### src/rtl/mem_arb_pkg.sv
// Shared types and defaults for the instruction/data memory port arbiter.
package mem_arb_pkg;

  // Bus-side transaction state: idle, or waiting for the response of a fetch / data access.
  typedef enum logic [1:0] {
    IDLE   = 2'd0,
    WAIT_I = 2'd1,
    WAIT_D = 2'd2
  } state_e;

  // Requester that owns the memory bus for the current request.
  typedef enum logic {
    OWN_I = 1'b0,
    OWN_D = 1'b1
  } owner_e;

  // Consecutive data grants tolerated while a fetch is waiting.
  localparam int STARVE_LIMIT_DEFAULT = 4;

endpackage : mem_arb_pkg

### src/rtl/mem_port_arbiter.sv
// Arbitrates one single-port memory bus between the instruction-fetch port
// and the load/store data port. Data has priority, a streak counter bounds
// how long fetch can be starved, and at most one transaction is outstanding.
module mem_port_arbiter
  import mem_arb_pkg::*;
#(
  parameter int ADDR_W       = 32,
  parameter int DATA_W       = 32,
  parameter int STARVE_LIMIT = STARVE_LIMIT_DEFAULT
) (
  input  logic                clk,
  input  logic                reset,
  // instruction-fetch port
  input  logic                i_req,
  input  logic [ADDR_W-1:0]   i_addr,
  output logic                i_gnt,
  output logic                i_rvalid,
  output logic [DATA_W-1:0]   i_rdata,
  // data port
  input  logic                d_req,
  input  logic                d_we,
  input  logic [DATA_W/8-1:0] d_be,
  input  logic [ADDR_W-1:0]   d_addr,
  input  logic [DATA_W-1:0]   d_wdata,
  output logic                d_gnt,
  output logic                d_rvalid,
  output logic [DATA_W-1:0]   d_rdata,
  // memory bus
  output logic                m_req,
  output logic                m_we,
  output logic [DATA_W/8-1:0] m_be,
  output logic [ADDR_W-1:0]   m_addr,
  output logic [DATA_W-1:0]   m_wdata,
  input  logic                m_gnt,
  input  logic                m_rvalid,
  input  logic [DATA_W-1:0]   m_rdata,
  output logic                err
);

  localparam int BE_W   = DATA_W / 8;
  localparam int STRK_W = $clog2(STARVE_LIMIT + 1);

  state_e              state_q, state_d;
  logic                lock_q, lock_d;
  owner_e              owner_q, owner_d;
  logic [STRK_W-1:0]   d_streak_q, d_streak_d;
  logic                err_q, err_d;

  logic                issue_win;
  logic                req_raw;
  logic                hs;
  logic                streak_full;
  owner_e              sel;

  assign streak_full = (d_streak_q == STRK_W'(STARVE_LIMIT));

  // Selection: a locked owner keeps the bus; otherwise data wins unless fetch has starved long enough.
  always_comb begin
    // NOTE: every always_comb output gets a default first, so no path can infer a latch.
    sel       = OWN_D;
    issue_win = (state_q == IDLE) || m_rvalid;
    if (lock_q) begin
      sel = owner_q;
    end else if (d_req && !(i_req && streak_full)) begin
      sel = OWN_D;
    end else if (i_req) begin
      sel = OWN_I;
    end
    req_raw = issue_win && (lock_q || i_req || d_req);
    hs      = req_raw && m_gnt;
  end

  // State register; an abandoned transaction simply returns the bus to IDLE.
  always_ff @(posedge clk or negedge reset) begin
    // NOTE: sequential state uses non-blocking assignments so all flops update from pre-edge values.
    if (!reset) state_q <= IDLE;
    else        state_q <= state_d;
  end

  // Next state: a handshake opens a wait; a response without a new handshake returns to IDLE.
  always_comb begin
    state_d = state_q;
    if (hs) begin
      state_d = (sel == OWN_I) ? WAIT_I : WAIT_D;
    end else if ((state_q != IDLE) && m_rvalid) begin
      state_d = IDLE;
    end
  end

  // Lock, starvation streak and sticky error next values.
  always_comb begin
    lock_d     = lock_q;
    owner_d    = owner_q;
    d_streak_d = d_streak_q;
    if (req_raw && !m_gnt) begin
      lock_d  = 1'b1;
      owner_d = sel;
    end else if (hs) begin
      lock_d = 1'b0;
    end
    if ((hs && (sel == OWN_I)) || !i_req) begin
      d_streak_d = '0;
    end else if (hs && (sel == OWN_D) && !streak_full) begin
      d_streak_d = d_streak_q + STRK_W'(1);
    end
    err_d = err_q || (m_rvalid && (state_q == IDLE)) || (m_gnt && !req_raw);
  end

  // Lock, streak and error registers.
  always_ff @(posedge clk or negedge reset) begin
    if (!reset) begin
      lock_q     <= 1'b0;
      owner_q    <= OWN_I;
      d_streak_q <= '0;
      err_q      <= 1'b0;
    end else begin
      lock_q     <= lock_d;
      owner_q    <= owner_d;
      d_streak_q <= d_streak_d;
      err_q      <= err_d;
    end
  end

  // Outputs: combinational bus mux and pass-through grants/responses, all held at 0 during reset.
  always_comb begin
    m_req    = 1'b0;
    m_we     = 1'b0;
    m_be     = '0;
    m_addr   = '0;
    m_wdata  = '0;
    i_gnt    = 1'b0;
    d_gnt    = 1'b0;
    i_rvalid = 1'b0;
    d_rvalid = 1'b0;
    i_rdata  = '0;
    d_rdata  = '0;
    err      = 1'b0;
    if (reset) begin
      m_req    = req_raw;
      if (sel == OWN_I) begin
        m_we    = 1'b0;
        m_be    = {BE_W{1'b1}};
        m_addr  = i_addr;
        m_wdata = '0;
      end else begin
        m_we    = d_we;
        m_be    = d_be;
        m_addr  = d_addr;
        m_wdata = d_wdata;
      end
      i_gnt    = hs && (sel == OWN_I);
      d_gnt    = hs && (sel == OWN_D);
      i_rvalid = m_rvalid && (state_q == WAIT_I);
      d_rvalid = m_rvalid && (state_q == WAIT_D);
      i_rdata  = m_rdata;
      d_rdata  = m_rdata;
      err      = err_q;
    end
  end

endmodule : mem_port_arbiter

### config.mk
export PLATFORM = sky130hd
export DESIGN_NAME = mem_port_arbiter
export DESIGN_NICKNAME = d
export VERILOG_FILES = /design/src/rtl/mem_arb_pkg.sv /design/src/rtl/mem_port_arbiter.sv
export SDC_FILE = /design/constraint.sdc
export NUM_CORES = 1
export LEC_CHECK = 0
export CAP_MARGIN = 20
export CORE_AREA = 2 2 109 111
export DETAILED_ROUTE_END_ITERATION = 10
export DIE_AREA = 0 0 111 113
export SYNTH_ARGS = -nofsm -noshare
export SYNTH_HDL_FRONTEND = slang
export SYNTH_SLANG_ARGS = --single-unit
export TNS_END_PERCENT = 30
### constraint.sdc
create_clock -name clk -period 1.8 [get_ports clk]
set_input_delay 0.36 -clock clk [delete_from_list [all_inputs] [get_ports clk]]
set_output_delay 0.36 -clock clk [all_outputs]
set_load 0.02 [all_outputs]
# [Word-level counts from Yosys, hierarchy flattened]
# Index checks and enable logic that the tools add are counted.
[word_totals] wordCells=64 ff_bits=8 output_inout_bits=139 in_bits=139
[op_classes] muxes=25 reduce_logical=29 n_eq_ne=3 addsub=1 bitwise=1
[ops] cell="$mux W32" count=5
[ops] cell="$logic_and A1 B1 Y1" count=13
[ops] cell="$mux W1" count=13
[ops] cell="$mux W4" count=2
[ops] cell="$reduce_bool A2 Y1" count=4
[ops] cell="$logic_or A1 B1 Y1" count=6
[ops] cell="$mux W2" count=3
[ops] cell="$mux W3" count=2
[ops] cell="$logic_not A1 Y1" count=5
[ops] cell="$add A3 B1 Y3 const B" count=1
[ops] cell="$eq A3 B3 Y1 const B" count=1
[ops] cell="$eq A2 B1 Y1 const B" count=1
[ops] cell="$eq A2 B2 Y1 const B" count=1
[ops] cell="$logic_not A2 Y1" count=1
[ops] cell="$not A1 Y1" count=1

# [Depth between registers and ports, before layout]
# Gate-level depths: netlist of the first run.
[logic_depth] depth_word=10 mapped_depth=8 mapped_depth_nobuf=6

# [Least setup slack after synthesis of the first run]
# OpenSTA, ideal clock, no wires.
[synth_path] path_type="flip-flop to output port" from="register d_streak_q[0]" to="output port i_gnt" setup_slack_ps=-339 path_stages_with_launch=8 path_buffers=2 t_arrival_ps=1779 cell_sequence="dfrtp_1 -> inv_1 -> ha_1 -> nand2_1 -> a221o_1 -> buf_6 -> buf_4 -> nor3_1"
[synth_via] elab_chain_cells=9
[synth_rtl] item="start, declared" line_no="mem_port_arbiter.sv:46" source="logic [STRK_W-1:0] d_streak_q, d_streak_d;"
[synth_rtl] item="start signal, assigned" line_no="mem_port_arbiter.sv:119" source="d_streak_q <= d_streak_d;"
[synth_rtl] item="$eq A3 B3 Y1" line_no="mem_port_arbiter.sv:55" source="assign streak_full = (d_streak_q == STRK_W'(STARVE_LIMIT));"
[synth_rtl] item="$logic_and A1 B1 Y1" line_no="mem_port_arbiter.sv:64" source="end else if (d_req && !(i_req && streak_full)) begin"
[synth_rtl] item="$logic_not A1 Y1" line_no="mem_port_arbiter.sv:64"
[synth_rtl] item="$logic_and A1 B1 Y1" line_no="mem_port_arbiter.sv:64"
[synth_rtl] item="$mux W1" line_no="mem_port_arbiter.sv:64"
[synth_rtl] item="$mux W1" line_no="mem_port_arbiter.sv:62" source="if (lock_q) begin"
[synth_rtl] item="$not A1 Y1" line_no="mem_port_arbiter.sv:151" source="i_gnt = hs && (sel == OWN_I);"
[synth_rtl] item="$logic_and A1 B1 Y1" line_no="mem_port_arbiter.sv:151"
[synth_rtl] item="$mux W1" line_no="mem_port_arbiter.sv:138" source="if (reset) begin"
[synth_rtl] item="end, declared" line_no="mem_port_arbiter.sv:16" source="output logic i_gnt,"
# No other way between the ends.

# [Final worst setup path of the first run]
[layout_path] from="register d_streak_q[0]" to="output port m_wdata[22]"
[layout_via] elab_chain_cells=8
[layout_rtl] item="$eq A3 B3 Y1" line_no="mem_port_arbiter.sv:55"
[layout_rtl] item="$logic_and A1 B1 Y1" line_no="mem_port_arbiter.sv:64"
[layout_rtl] item="$logic_not A1 Y1" line_no="mem_port_arbiter.sv:64"
[layout_rtl] item="$logic_and A1 B1 Y1" line_no="mem_port_arbiter.sv:64"
[layout_rtl] item="$mux W1" line_no="mem_port_arbiter.sv:64"
[layout_rtl] item="$mux W1" line_no="mem_port_arbiter.sv:62"
[layout_rtl] item="$mux W32" line_no="mem_port_arbiter.sv:140" source="if (sel == OWN_I) begin"
[layout_rtl] item="$mux W32" line_no="mem_port_arbiter.sv:138"
[layout_rtl] item="end, declared" line_no="mem_port_arbiter.sv:33" source="output logic [DATA_W-1:0] m_wdata,"
# No other way between the ends.

==> out/qor.tcl, run 1 <==
set qor(n_fill_cell) 1072
set qor(synth_cell_type_count) 24
set qor(leakage_nw) 2.55
set qor(critical_path_required_ns) 1.44
set qor(io-pin-count) 278
set qor(max_slew_violations) 0
set qor(globalRoute.totalOverflow) 0
set qor(vias_per_cell) 4.18
set qor(post-dp-hpwl_um) 8400
set qor(htreeDepth) 1
set qor(violations) {setup timing}
set qor(antenna_found_initial) 0
set qor(clk_root_buffer_cell) {sky130_fd_sc_hd__clkbuf_16}
set qor(routed-via-count) 2890
set qor(timing.final.setup_violations) 76
set qor(holdBufCountCts) 0
set qor(cp_max_fo) 6
set qor(syn_nets) 417
set qor(hold_fails_final_rpt) 0
set qor(finalNonFillerCells) 692
set qor(layout_worst_path_cycle_share) 1.30
set qor(die_height_um) 113
set qor(timing.max_slew.rel_slack) 0.825
set qor(numPortBuffers) 277
set qor(detail_route.wl_per_cell_um) 16.6
set qor(wire_length_of_the_first_global_routing_pass_um) 17200
set qor(n_antenna_cell) 0
set qor(worst_skew_pair.late_latency_ns) 0.23
set qor(track_usage) 0.171
set qor(count_of_nets_left_with_antenna_violations_after_detail_routing) 0
set qor(globalplace.congestion) 0.857
set qor(worst-endpoint-arrival_ns) 1.98
set qor(max_slew.worst_pin.slew_ns) 0.264
set qor(ys.warnings.count) 0
set qor(postSynthAreaPerCell_sq_um) 6.03
set qor(clockBufferDepth) 2
set qor(design.core.area_sq_um) 11300
set qor(dp_slack_ns) -0.996
set qor(leading_cell_type_in_the_layout_fill_and_taps_excluded) {sky130_fd_sc_hd__clkdlybuf4s50_1}
set qor(cts_tree) {built}
set qor(wirelength_um) 11500
set qor(place.detailed.instances) 666
set qor(critical_path_source_type) {flop}
set qor(hold_slack_ns) 0.155
set qor(worst_path_setup_slack_after_routing_ns) -0.535
set qor(firstDrtPassIters) 4
set qor(ir_drop_uv) 435
set qor(yosys_register_bits) 8
set qor(fin_clk_skew_ns) 0.00246
set qor(fraction_of_layout_cells_with_a_size_suffix_above_1) 0.452
set qor(first_global_vias) 3034
set qor(initial_cell_density_of_the_core) 0.148
set qor(drc) 0
set qor(hold_path.class) {input pin to async pin}
set qor(max_freq_mhz) 428
set qor(sequential_cell_area_sq_um) 201
set qor(p_per_area_nw_per_um2) 746
set qor(pin_count_of_the_biggest_net_entering_global_routing) 45
set qor(cts_clock_pin_slew_for_the_worst_setup_and_hold_paths_ns) 0.04
set qor(commonest_non_fill_non_tap_cells_in_the_layout) {sky130_fd_sc_hd__clkdlybuf4s50_1, sky130_fd_sc_hd__dlygate4sd2_1, sky130_fd_sc_hd__buf_6, sky130_fd_sc_hd__buf_4, sky130_fd_sc_hd__and2_1}
set qor(rsz0062_at_grt) {yes}
set qor(synth-seq-area-share) 0.120
set qor(die_width_um) 111
set qor(areaGrowthSynthToFinish_pct) 239
set qor(mappedNetlistArea_sq_um) 1670
set qor(clock_sinks) 8
set qor(num_rows) 39
set qor(multi_input_area_sq_um) 1790
set qor(critical_path.endpoint_type) {output pin}
set qor(detailedRoute.firstIterationViolations) 75
set qor(period_minus_slack_ns) 2.34
set qor(floorplan.die_area_sq_um) 12500
set qor(finalNetCount) 692
set qor(cts_made_buffers) 3
set qor(synthesis.instances) 276
set qor(status) {finished, violations left}
set qor(timing_worst_setup_path_type) {flop to output pin}
set qor(max-cap-violations) 0
## layer usage
metal  GRT usage  vias to the layer above  wire length, um
met2       0.316                      127             6090
met5           0                        -                0
met3      0.0300                       12              625
li1            -                     1430                -
met1       0.215                     1321             4700
met4      0.0208                        0              108
## through the flow
step	TNS, ns	util	total power [mW]	area, sq um
3_3_place_gp	-73.84	0.437	2.86	4930
5_1_grt	-38.97	0.501	4.42	5640
4_1_cts	-38.39	0.477	3.99	5380
3_5_place_dp	-75.67	0.437	2.89	4930
6_report	-34.40	0.501	4.21	5640
2_1_floorplan	-3.20	-	1.73	2090
## state kept, by name, summed over array words and instances, names as in the netlist
signal / count
state_q: 2
d_streak_q: 3
owner_q: 1
lock_q: 1
err_q: 1
## cell families after synthesis
kind of cell,synth area share
AND/OR/NAND/NOR,0.475
buffers and inverters,0.231
AO/OA/AOI/OAI,0.150
flip-flops,0.120
adder cells (fa/ha/maj),0.0150
multiplexers,0.00901
## what timing repair did
item,CTS,global route
endpoints found under the setup margin,143,79
cloned,7,2
buffers inserted,9,6
resized for setup,532,53
pin swaps,33,23
## synthesized netlist by cell type
library cell               count  share of area
sky130_fd_sc_hd__inv_1         6          0.014
sky130_fd_sc_hd__nor3_1        4          0.012
sky130_fd_sc_hd__o22ai_1       5          0.019
sky130_fd_sc_hd__or3_1         1         0.0038
sky130_fd_sc_hd__nand3_1       2         0.0060
sky130_fd_sc_hd__nand3b_1      1         0.0045
sky130_fd_sc_hd__mux2_4        1         0.0090
sky130_fd_sc_hd__and3_1       34           0.13
sky130_fd_sc_hd__nor3b_1       1         0.0045
sky130_fd_sc_hd__buf_4        36           0.16
sky130_fd_sc_hd__buf_6         2          0.014
sky130_fd_sc_hd__nand2_1      71           0.16
sky130_fd_sc_hd__a221oi_2      1         0.0090
sky130_fd_sc_hd__buf_2         4          0.012
sky130_fd_sc_hd__ha_1          2          0.015
sky130_fd_sc_hd__and2_1       33           0.12
sky130_fd_sc_hd__nor2b_2       1         0.0053
sky130_fd_sc_hd__dfrtp_1       8           0.12
sky130_fd_sc_hd__clkbuf_1     13          0.029
sky130_fd_sc_hd__o21bai_1      1         0.0045
sky130_fd_sc_hd__a31oi_1       1         0.0038
sky130_fd_sc_hd__a21oi_1      34           0.10
sky130_fd_sc_hd__nor2_1       12          0.027
sky130_fd_sc_hd__a221o_1       2          0.012
## where the power goes
part | internal [mW] | switching [mW]
sequential | 0.218 | 0.0538
combinational | 1.89 | 1.67
clock | 0.287 | 0.0938
total | 2.40 | 1.81
## worst paths after layout
path                                     from             to  slack [ns]  cells past startpoint
worst max-delay path            d_streak_q[0]    m_wdata[22]       -0.54                      8
worst max register to register  d_streak_q[0]  d_streak_q[0]       -0.14                      9
max in group asynchronous               reset         lock_q        1.44                      2
min in group clk                        err_q          err_q        0.50                      1
worst min register to register          err_q          err_q        0.50                      1
worst min-delay path                    reset  d_streak_q[1]        0.16                      2
## critical path, stage by stage (launching register included)
cell                        delay, ns
sky130_fd_sc_hd__dfrtp_1         0.38
sky130_fd_sc_hd__inv_2           0.08
sky130_fd_sc_hd__ha_4            0.16
sky130_fd_sc_hd__nand2_4         0.06
sky130_fd_sc_hd__a221o_4         0.44
sky130_fd_sc_hd__buf_12          0.17
sky130_fd_sc_hd__clkbuf_16       0.16
sky130_fd_sc_hd__and3_4          0.16
sky130_fd_sc_hd__buf_6           0.12
## area by class of cell
class | instances | share of cell area
clock buffer | 3 | 0.0133
inverter | 6 | 0.00399
tap | 143 | 0.0317
sequential | 8 | 0.0357
multi-input combinational | 207 | 0.317
timing repair buffer | 325 | 0.598
Note: power is estimated with default switching activity, not from simulation.
==> run 2, diff against run 1 <==
--- a/config.mk
+++ b/config.mk
@@ -7,8 +7,10 @@
 export LEC_CHECK = 0
 export CAP_MARGIN = 20
 export CORE_AREA = 2 2 109 111
+export CTS_BUF_LIST = sky130_fd_sc_hd__clkbuf_4 sky130_fd_sc_hd__clkbuf_8
 export DETAILED_ROUTE_END_ITERATION = 10
 export DIE_AREA = 0 0 111 113
+export HOLD_SLACK_MARGIN = 0.08
 export SYNTH_ARGS = -nofsm -noshare
 export SYNTH_HDL_FRONTEND = slang
 export SYNTH_SLANG_ARGS = --single-unit
==> out/qor.tcl, run 2 (same netlist as run 1, synthesis figures left out) <==
set qor(violations) {setup timing}
set qor(leading_cell_type_in_the_layout_fill_and_taps_excluded) {sky130_fd_sc_hd__clkdlybuf4s50_1}
set qor(p_per_area_nw_per_um2) 718 ;# -3.8%
set qor(final_core_utilization) 0.496 ;# -0.00422
set qor(post-dp-hpwl_um) 8400 ;# unchanged
set qor(critical_path.endpoint_type) {output pin}
set qor(track_usage) 0.169 ;# -0.00272
set qor(areaGrowthSynthToFinish_pct) 236
set qor(vias_per_cell) 4.17 ;# -0.24%
set qor(period_minus_slack_ns) 2.33 ;# -0.00745 ns
set qor(die_height_um) 113 ;# unchanged
set qor(clock_sinks) 8 ;# unchanged
set qor(clockBufferDepth) 2 ;# unchanged
set qor(max_freq_mhz) 430 ;# +0.32%
set qor(n_fill_cell) 1071 ;# -0.093%
set qor(power.switching_mw) 1.77 ;# -2.3%
set qor(detailedRoute.firstIterationViolations) 76 ;# +1.3%
set qor(power_frac_seq) 0.067 ;# +0.002
set qor(firstDrtPassIters) 6 ;# +2
set qor(worst_path_setup_slack_after_routing_ns) -0.528 ;# +0.00745 ns
set qor(first_global_vias) 3038 ;# +0.13%
set qor(die_width_um) 111 ;# unchanged
set qor(hold_path.class) {input pin to async pin}
set qor(ir_drop_uv) 349 ;# -20%
set qor(globalRoute.totalOverflow) 0 ;# unchanged
set qor(numPortBuffers) 277 ;# unchanged
set qor(leakage_nw) 2.53 ;# -0.72%
set qor(finalNetCount) 691 ;# -0.14%
set qor(max_slew.worst_pin.slew_ns) 0.264 ;# -0.000000238 ns
set qor(slowest_delay_ns) 0.44 ;# about the same
set qor(wire_length_of_the_first_global_routing_pass_um) 17100 ;# -0.76%
set qor(design.core.area_sq_um) 11300 ;# unchanged
set qor(drc) 0 ;# unchanged
set qor(cts_tree) {built}
set qor(p_comb_frac) 0.879 ;# +0.034
set qor(cts_made_buffers) 3 ;# unchanged
set qor(cts_clock_pin_slew_for_the_worst_setup_and_hold_paths_ns) 0.04 ;# about the same
set qor(status) {finished, violations left}
set qor(hold_slack_ns) 0.155 ;# +0.0000430 ns
set qor(layout_worst_path_cycle_share) 1.29 ;# -0.00414
set qor(worst_skew_pair.late_latency_ns) 0.23 ;# about the same
set qor(critical_path_required_ns) 1.44 ;# about the same
set qor(worst-endpoint-arrival_ns) 1.97 ;# about the same
set qor(timing_worst_setup_path_type) {flop to output pin}
set qor(timing.final.setup_violations) 76 ;# unchanged
set qor(critical_path_s_slowest_cell) {sky130_fd_sc_hd__a221o_4}
set qor(count_of_nets_left_with_antenna_violations_after_detail_routing) 0 ;# unchanged
set qor(num_rows) 39 ;# unchanged
set qor(largest_registers) {d_streak_q x3, state_q x2}
set qor(io-pin-count) 278 ;# unchanged
set qor(p_sw_frac) 0.441 ;# +0.0107
set qor(max_slew_violations) 0 ;# unchanged
set qor(htreeDepth) 1 ;# unchanged
set qor(hold_fails_final_rpt) 0 ;# unchanged
set qor(fraction_of_layout_cells_with_a_size_suffix_above_1) 0.451 ;# -0.00100
set qor(timing.max_slew.rel_slack) 0.825 ;# unchanged
set qor(fin_clk_skew_ns) 0.000762 ;# -0.00170 ns
set qor(routed-via-count) 2879 ;# -0.38%
set qor(initial_cell_density_of_the_core) 0.148 ;# unchanged
set qor(n_antenna_cell) 0 ;# unchanged
set qor(antenna_found_initial) 0 ;# unchanged
set qor(commonest_non_fill_non_tap_cells_in_the_layout) {sky130_fd_sc_hd__clkdlybuf4s50_1, sky130_fd_sc_hd__dlygate4sd2_1, sky130_fd_sc_hd__buf_6, sky130_fd_sc_hd__buf_4, sky130_fd_sc_hd__and2_1}
set qor(pin_count_of_the_biggest_net_entering_global_routing) 45 ;# unchanged
set qor(critical_path.cell_chain) {inv_2 -> ha_4 -> nand2_4 -> a221o_4 -> buf_12 -> clkbuf_16 -> and3_4 -> buf_6}
set qor(wirelength_um) 11300 ;# -1.6%
set qor(detail_route.wl_per_cell_um) 16.4 ;# -1.5%
set qor(top_register) {d_streak_q}
set qor(critical_path_source_type) {flop}
set qor(internal_power_component_mw) 2.24 ;# -6.4%
set qor(floorplan.die_area_sq_um) 12500 ;# unchanged
set qor(largest_register_ff_count) 3 ;# unchanged
set qor(power.clock.fraction) 0.055 ;# -0.035
set qor(cp_max_fo) 6 ;# unchanged
set qor(max-cap-violations) 0 ;# unchanged
set qor(rsz0062_at_grt) {yes}
set qor(globalplace.congestion) 0.857 ;# unchanged
set qor(clk_root_buffer_cell) {sky130_fd_sc_hd__clkbuf_8}
set qor(holdBufCountCts) 0 ;# unchanged
## run 2: worst max-delay path, delay by kind of cell (launching register included)
kind                     cells  cell delay (ns)
AND/OR/NAND/NOR              2             0.22
AO/OA/AOI/OAI                1             0.44
buffers and inverters        4             0.53
flip-flops                   1             0.38
adder cells (fa/ha/maj)      1             0.15
## run 2: area by class of cell
cell class / instances / area [sq um] / area share
clock buffer: 3 / 41.3 / 0.00738
inverter: 6 / 22.5 / 0.00403
multi-input combinational: 207 / 1780 / 0.318
sequential: 8 / 201 / 0.0360
tap: 143 / 179 / 0.0320
timing repair buffer: 324 / 3370 / 0.602
## run 2: timing repair
action,in CTS,in global routing
setup endpoints to repair,143,79
pin swaps,33,25
cloned,7,2
buffers inserted,9,5
endpoints found under the hold margin,0,0
gates resized for setup,532,53
## run 2: stage by stage
stage          setup slack [ns]  setup TNS [ns]  instance area, sq um  cells  total power, mW
6_report                 -0.528          -32.38                  5590    691             4.02
5_1_grt                  -0.600          -37.38                  5590    691             4.24
4_1_cts                  -0.625          -38.22                  5350    685             3.83
3_5_place_dp             -0.996          -75.67                  4930    666             2.89
3_3_place_gp             -0.959          -73.84                  4930    666             2.86
2_1_floorplan           -0.0661           -3.20                  2090    276             1.73
## run 2: worst paths after layout
check | start | end | slack, ns | depth (start not counted)
worst min register to register | err_q | err_q | 0.48 | 1
worst min-delay path | reset | d_streak_q[1] | 0.16 | 2
min in group clk | err_q | err_q | 0.48 | 1
worst max-delay path | d_streak_q[0] | m_wdata[22] | -0.53 | 8
max in group asynchronous | reset | lock_q | 1.45 | 2
worst max register to register | d_streak_q[0] | d_streak_q[0] | -0.15 | 9
## run 2: power by group through the flow
stage	combinational, mW	sequential, mW	clock [mW]
finish	3.53	0.269	0.219
global route	3.72	0.274	0.238
CTS	3.34	0.264	0.223
detailed placement	2.63	0.258	0
global placement	2.60	0.256	0
floorplan	1.48	0.251	0
## run 2: metal layers
metal,GRT usage,share of wire,routed length (um)
met1,0.215,0.41,4630
met2,0.307,0.52,5920
met3,0.0300,0.059,673
met4,0.0183,0.0098,111
met5,0,0,0
==> run 3, diff against run 2 <==
--- a/config.mk
+++ b/config.mk
@@ -6,11 +6,12 @@
 export NUM_CORES = 1
 export LEC_CHECK = 0
 export CAP_MARGIN = 20
-export CORE_AREA = 2 2 109 111
+export CORE_AREA = 4 4 105 107
 export CTS_BUF_LIST = sky130_fd_sc_hd__clkbuf_4 sky130_fd_sc_hd__clkbuf_8
 export DETAILED_ROUTE_END_ITERATION = 10
-export DIE_AREA = 0 0 111 113
+export DIE_AREA = 0 0 109 111
 export HOLD_SLACK_MARGIN = 0.08
+export PLACE_DENSITY = 0.67
 export SYNTH_ARGS = -nofsm -noshare
 export SYNTH_HDL_FRONTEND = slang
 export SYNTH_SLANG_ARGS = --single-unit
==> out/qor.tcl, run 3 (same netlist as run 1, synthesis figures left out) <==
set qor(max-cap-violations) 0 ;# unchanged
set qor(num_rows) 37 ;# -5.1%
set qor(max_slew.worst_pin.slew_ns) 0.273 ;# +0.00911 ns
set qor(final.setup.tns_ns) -28.66 ;# +3.72 ns
set qor(status) {finished, violations left}
set qor(htreeDepth) 1 ;# unchanged
set qor(io-pin-count) 278 ;# unchanged
set qor(finalNonFillerCells) 675 ;# -2.3%
set qor(post-dp-hpwl_um) 8530 ;# +1.5%
set qor(violations) {setup timing}
set qor(timing_worst_setup_path_type) {flop to output pin}
set qor(period_minus_slack_ns) 2.27 ;# -0.0589 ns
set qor(max_freq_mhz) 441 ;# +2.6%
set qor(cts_clock_pin_slew_for_the_worst_setup_and_hold_paths_ns) 0.04 ;# about the same
set qor(clk_root_buffer_cell) {sky130_fd_sc_hd__clkbuf_8}
set qor(cts_tree) {built}
set qor(cts_made_buffers) 3 ;# unchanged
set qor(cp_max_fo) 8 ;# +2
set qor(first_global_vias) 3038 ;# unchanged
set qor(clock_sinks) 8 ;# unchanged
set qor(numPortBuffers) 277 ;# unchanged
set qor(n_fill_cell) 967 ;# -9.7%
set qor(crit-reg2reg-launch) {d_streak_q[0]}
set qor(detail_route.wl_per_cell_um) 15.6 ;# -4.7%
set qor(ff2ff_setup_slack_ns) -0.01 ;# +0.14 ns
set qor(die_width_um) 109 ;# -1.8%
set qor(track_usage) 0.159 ;# -0.0101
set qor(wire_length_of_the_first_global_routing_pass_um) 15500 ;# -9.5%
set qor(placedInstanceArea_sq_um) 4940 ;# +0.18%
set qor(hold_slack_ns) 0.170 ;# +0.0151 ns
set qor(routed-via-count) 2928 ;# +1.7%
set qor(reg2reg_to) {d_streak_q[0]}
set qor(largest_register_ff_count) 3 ;# unchanged
set qor(drc) 0 ;# unchanged
set qor(antenna_found_initial) 1 ;# +1
set qor(critical_path.endpoint_type) {output pin}
set qor(finalNetCount) 682 ;# -1.3%
set qor(max_slew_violations) 0 ;# unchanged
set qor(commonest_non_fill_non_tap_cells_in_the_layout) {sky130_fd_sc_hd__clkdlybuf4s50_1, sky130_fd_sc_hd__dlygate4sd2_1, sky130_fd_sc_hd__buf_6, sky130_fd_sc_hd__buf_4, sky130_fd_sc_hd__nand2_1}
set qor(fin_clk_skew_ns) 0.00112 ;# +0.000359 ns
set qor(detailedRoute.firstIterationViolations) 64 ;# -16%
set qor(firstDrtPassIters) 4 ;# -2
set qor(globalRoute.totalOverflow) 0 ;# unchanged
set qor(n_antenna_cell) 0 ;# unchanged
set qor(clockBufferDepth) 2 ;# unchanged
set qor(top_register) {d_streak_q}
set qor(floorplan.die_area_sq_um) 12100 ;# -3.5%
set qor(place.detailed.instances) 663 ;# -0.45%
set qor(cp_common_cell) {sky130_fd_sc_hd__nand2_4}
set qor(slowest_delay_ns) 0.45 ;# about the same
set qor(critical_path.cell_chain) {inv_2 -> ha_4 -> nand2_4 -> a221o_4 -> buf_8 -> buf_6 -> nand2_4 -> a21oi_2 -> buf_4}
set qor(die_height_um) 111 ;# -1.8%
set qor(pin_count_of_the_biggest_net_entering_global_routing) 38 ;# -16%
set qor(largest_registers) {d_streak_q x3, state_q x2}
set qor(leakage_nw) 2.39 ;# -5.6%
set qor(worst-endpoint-arrival_ns) 1.91 ;# -0.06 ns
set qor(areaGrowthSynthToFinish_pct) 215
set qor(hold_fails_final_rpt) 0 ;# unchanged
set qor(worst_path_setup_slack_after_routing_ns) -0.469 ;# +0.0589 ns
set qor(hold_path.class) {input pin to async pin}
set qor(leading_cell_type_in_the_layout_fill_and_taps_excluded) {sky130_fd_sc_hd__clkdlybuf4s50_1}
set qor(critical_path_required_ns) 1.44 ;# about the same
set qor(timing.max_slew.rel_slack) 0.817 ;# -0.00715
set qor(vias_per_cell) 4.34 ;# +4.1%
set qor(layout_worst_path_cycle_share) 1.26 ;# -0.0327
set qor(wirelength_um) 10600 ;# -6.9%
set qor(ir_drop_uv) 397 ;# +14%
set qor(critical_path_s_slowest_cell) {sky130_fd_sc_hd__a221o_4}
set qor(globalplace.congestion) 0.818 ;# -4.6%
set qor(critical_path_source_type) {flop}
set qor(design.core.area_sq_um) 10100 ;# -10%
set qor(timing.final.setup_violations) 75 ;# -1.3%
set qor(rsz0062_at_grt) {yes}
set qor(finalPower_mw) 3.55 ;# -12%
set qor(worst_skew_pair.late_latency_ns) 0.23 ;# about the same
set qor(initial_cell_density_of_the_core) 0.164 ;# +0.0165
set qor(fraction_of_layout_cells_with_a_size_suffix_above_1) 0.419 ;# -0.0314
set qor(p_per_area_nw_per_um2) 676 ;# -5.8%
set qor(worst-r2r-cell-count) 8 ;# -1
set qor(finish.instance_area_sq_um) 5250 ;# -6.2%
set qor(count_of_nets_left_with_antenna_violations_after_detail_routing) 0 ;# unchanged
run 3: cell count changes in the layout (fill, tap and decap cells not counted), moves of 2 or more:
cell / change
sky130_fd_sc_hd__nand2_4: -6
sky130_fd_sc_hd__buf_6: -9
sky130_fd_sc_hd__buf_2: +4
sky130_fd_sc_hd__buf_4: +4
sky130_fd_sc_hd__buf_16: -3
sky130_fd_sc_hd__buf_12: -5
sky130_fd_sc_hd__nand2_1: +6
sky130_fd_sc_hd__clkbuf_16: -2
sky130_fd_sc_hd__o22ai_2: -2
sky130_fd_sc_hd__o22ai_1: +2
run 3: final cells by class:
cell class              count  area [sq um]  area share
clock buffers               3          41.3     0.00787
well taps                 136           170      0.0324
flip-flops and latches      8           200      0.0382
multi-input cells         207          1710       0.326
repair buffers            315          3100       0.592
inverters                   6          22.5     0.00429
run 3: per-stage QoR:
step                worst slack [ns]  utilization
floorplan                    -0.0661            -
global placement              -0.986        0.487
detailed placement             -1.01        0.487
CTS                           -0.610        0.507
global route                  -0.528        0.517
finish                        -0.469        0.517
run 3: worst max-delay path, delay by kind of cell, from the launching register on:
family                   cells  cell delay [ns]
adder cells (fa/ha/maj)      1             0.15
AND/OR/NAND/NOR              2             0.11
buffers and inverters        4             0.52
AO/OA/AOI/OAI                2             0.50
flip-flops                   1             0.38
run 3: what timing repair did:
| action | in CTS | in global routing |
|---|---|---|
| buffers inserted | 4 | 2 |
| pin swaps | 29 | 12 |
| cloned | 3 | 1 |
| resized for setup | 499 | 53 |
| hold buffers | 0 | 0 |
| endpoints found under the setup margin | 143 | 78 |
run 3: where the power goes:
| group | internal, mW | switching [mW] | total, mW | leakage, nW |
|---|---|---|---|---|
| sequential | 0.217 | 0.0372 | 0.254 | 0.0988 |
| combinational | 1.57 | 1.51 | 3.08 | 2.27 |
| clock | 0.145 | 0.0720 | 0.217 | 0.0216 |
| total | 1.93 | 1.62 | 3.55 | 2.39 |
run 3: metal layers:
layer | track usage | wire length, um | vias up
met4 | 0.0429 | 170 | 2
met1 | 0.153 | 3440 | 1345
met3 | 0.0431 | 1120 | 13
met5 | 0 | 13 | -
li1 | - | - | 1408
met2 | 0.317 | 5810 | 160
run 3: worst max-delay path by stage:
stage,start,endpoint,depth (start not counted)
after floorplan,d_streak_q[0],m_addr[10],8
after global placement,i_req,m_addr[31],8
after detailed placement,i_req,m_addr[12],8
after CTS,d_streak_q[1],m_addr[26],8
after global routing,d_streak_q[0],m_addr[31],9
final,d_streak_q[0],m_addr[31],9
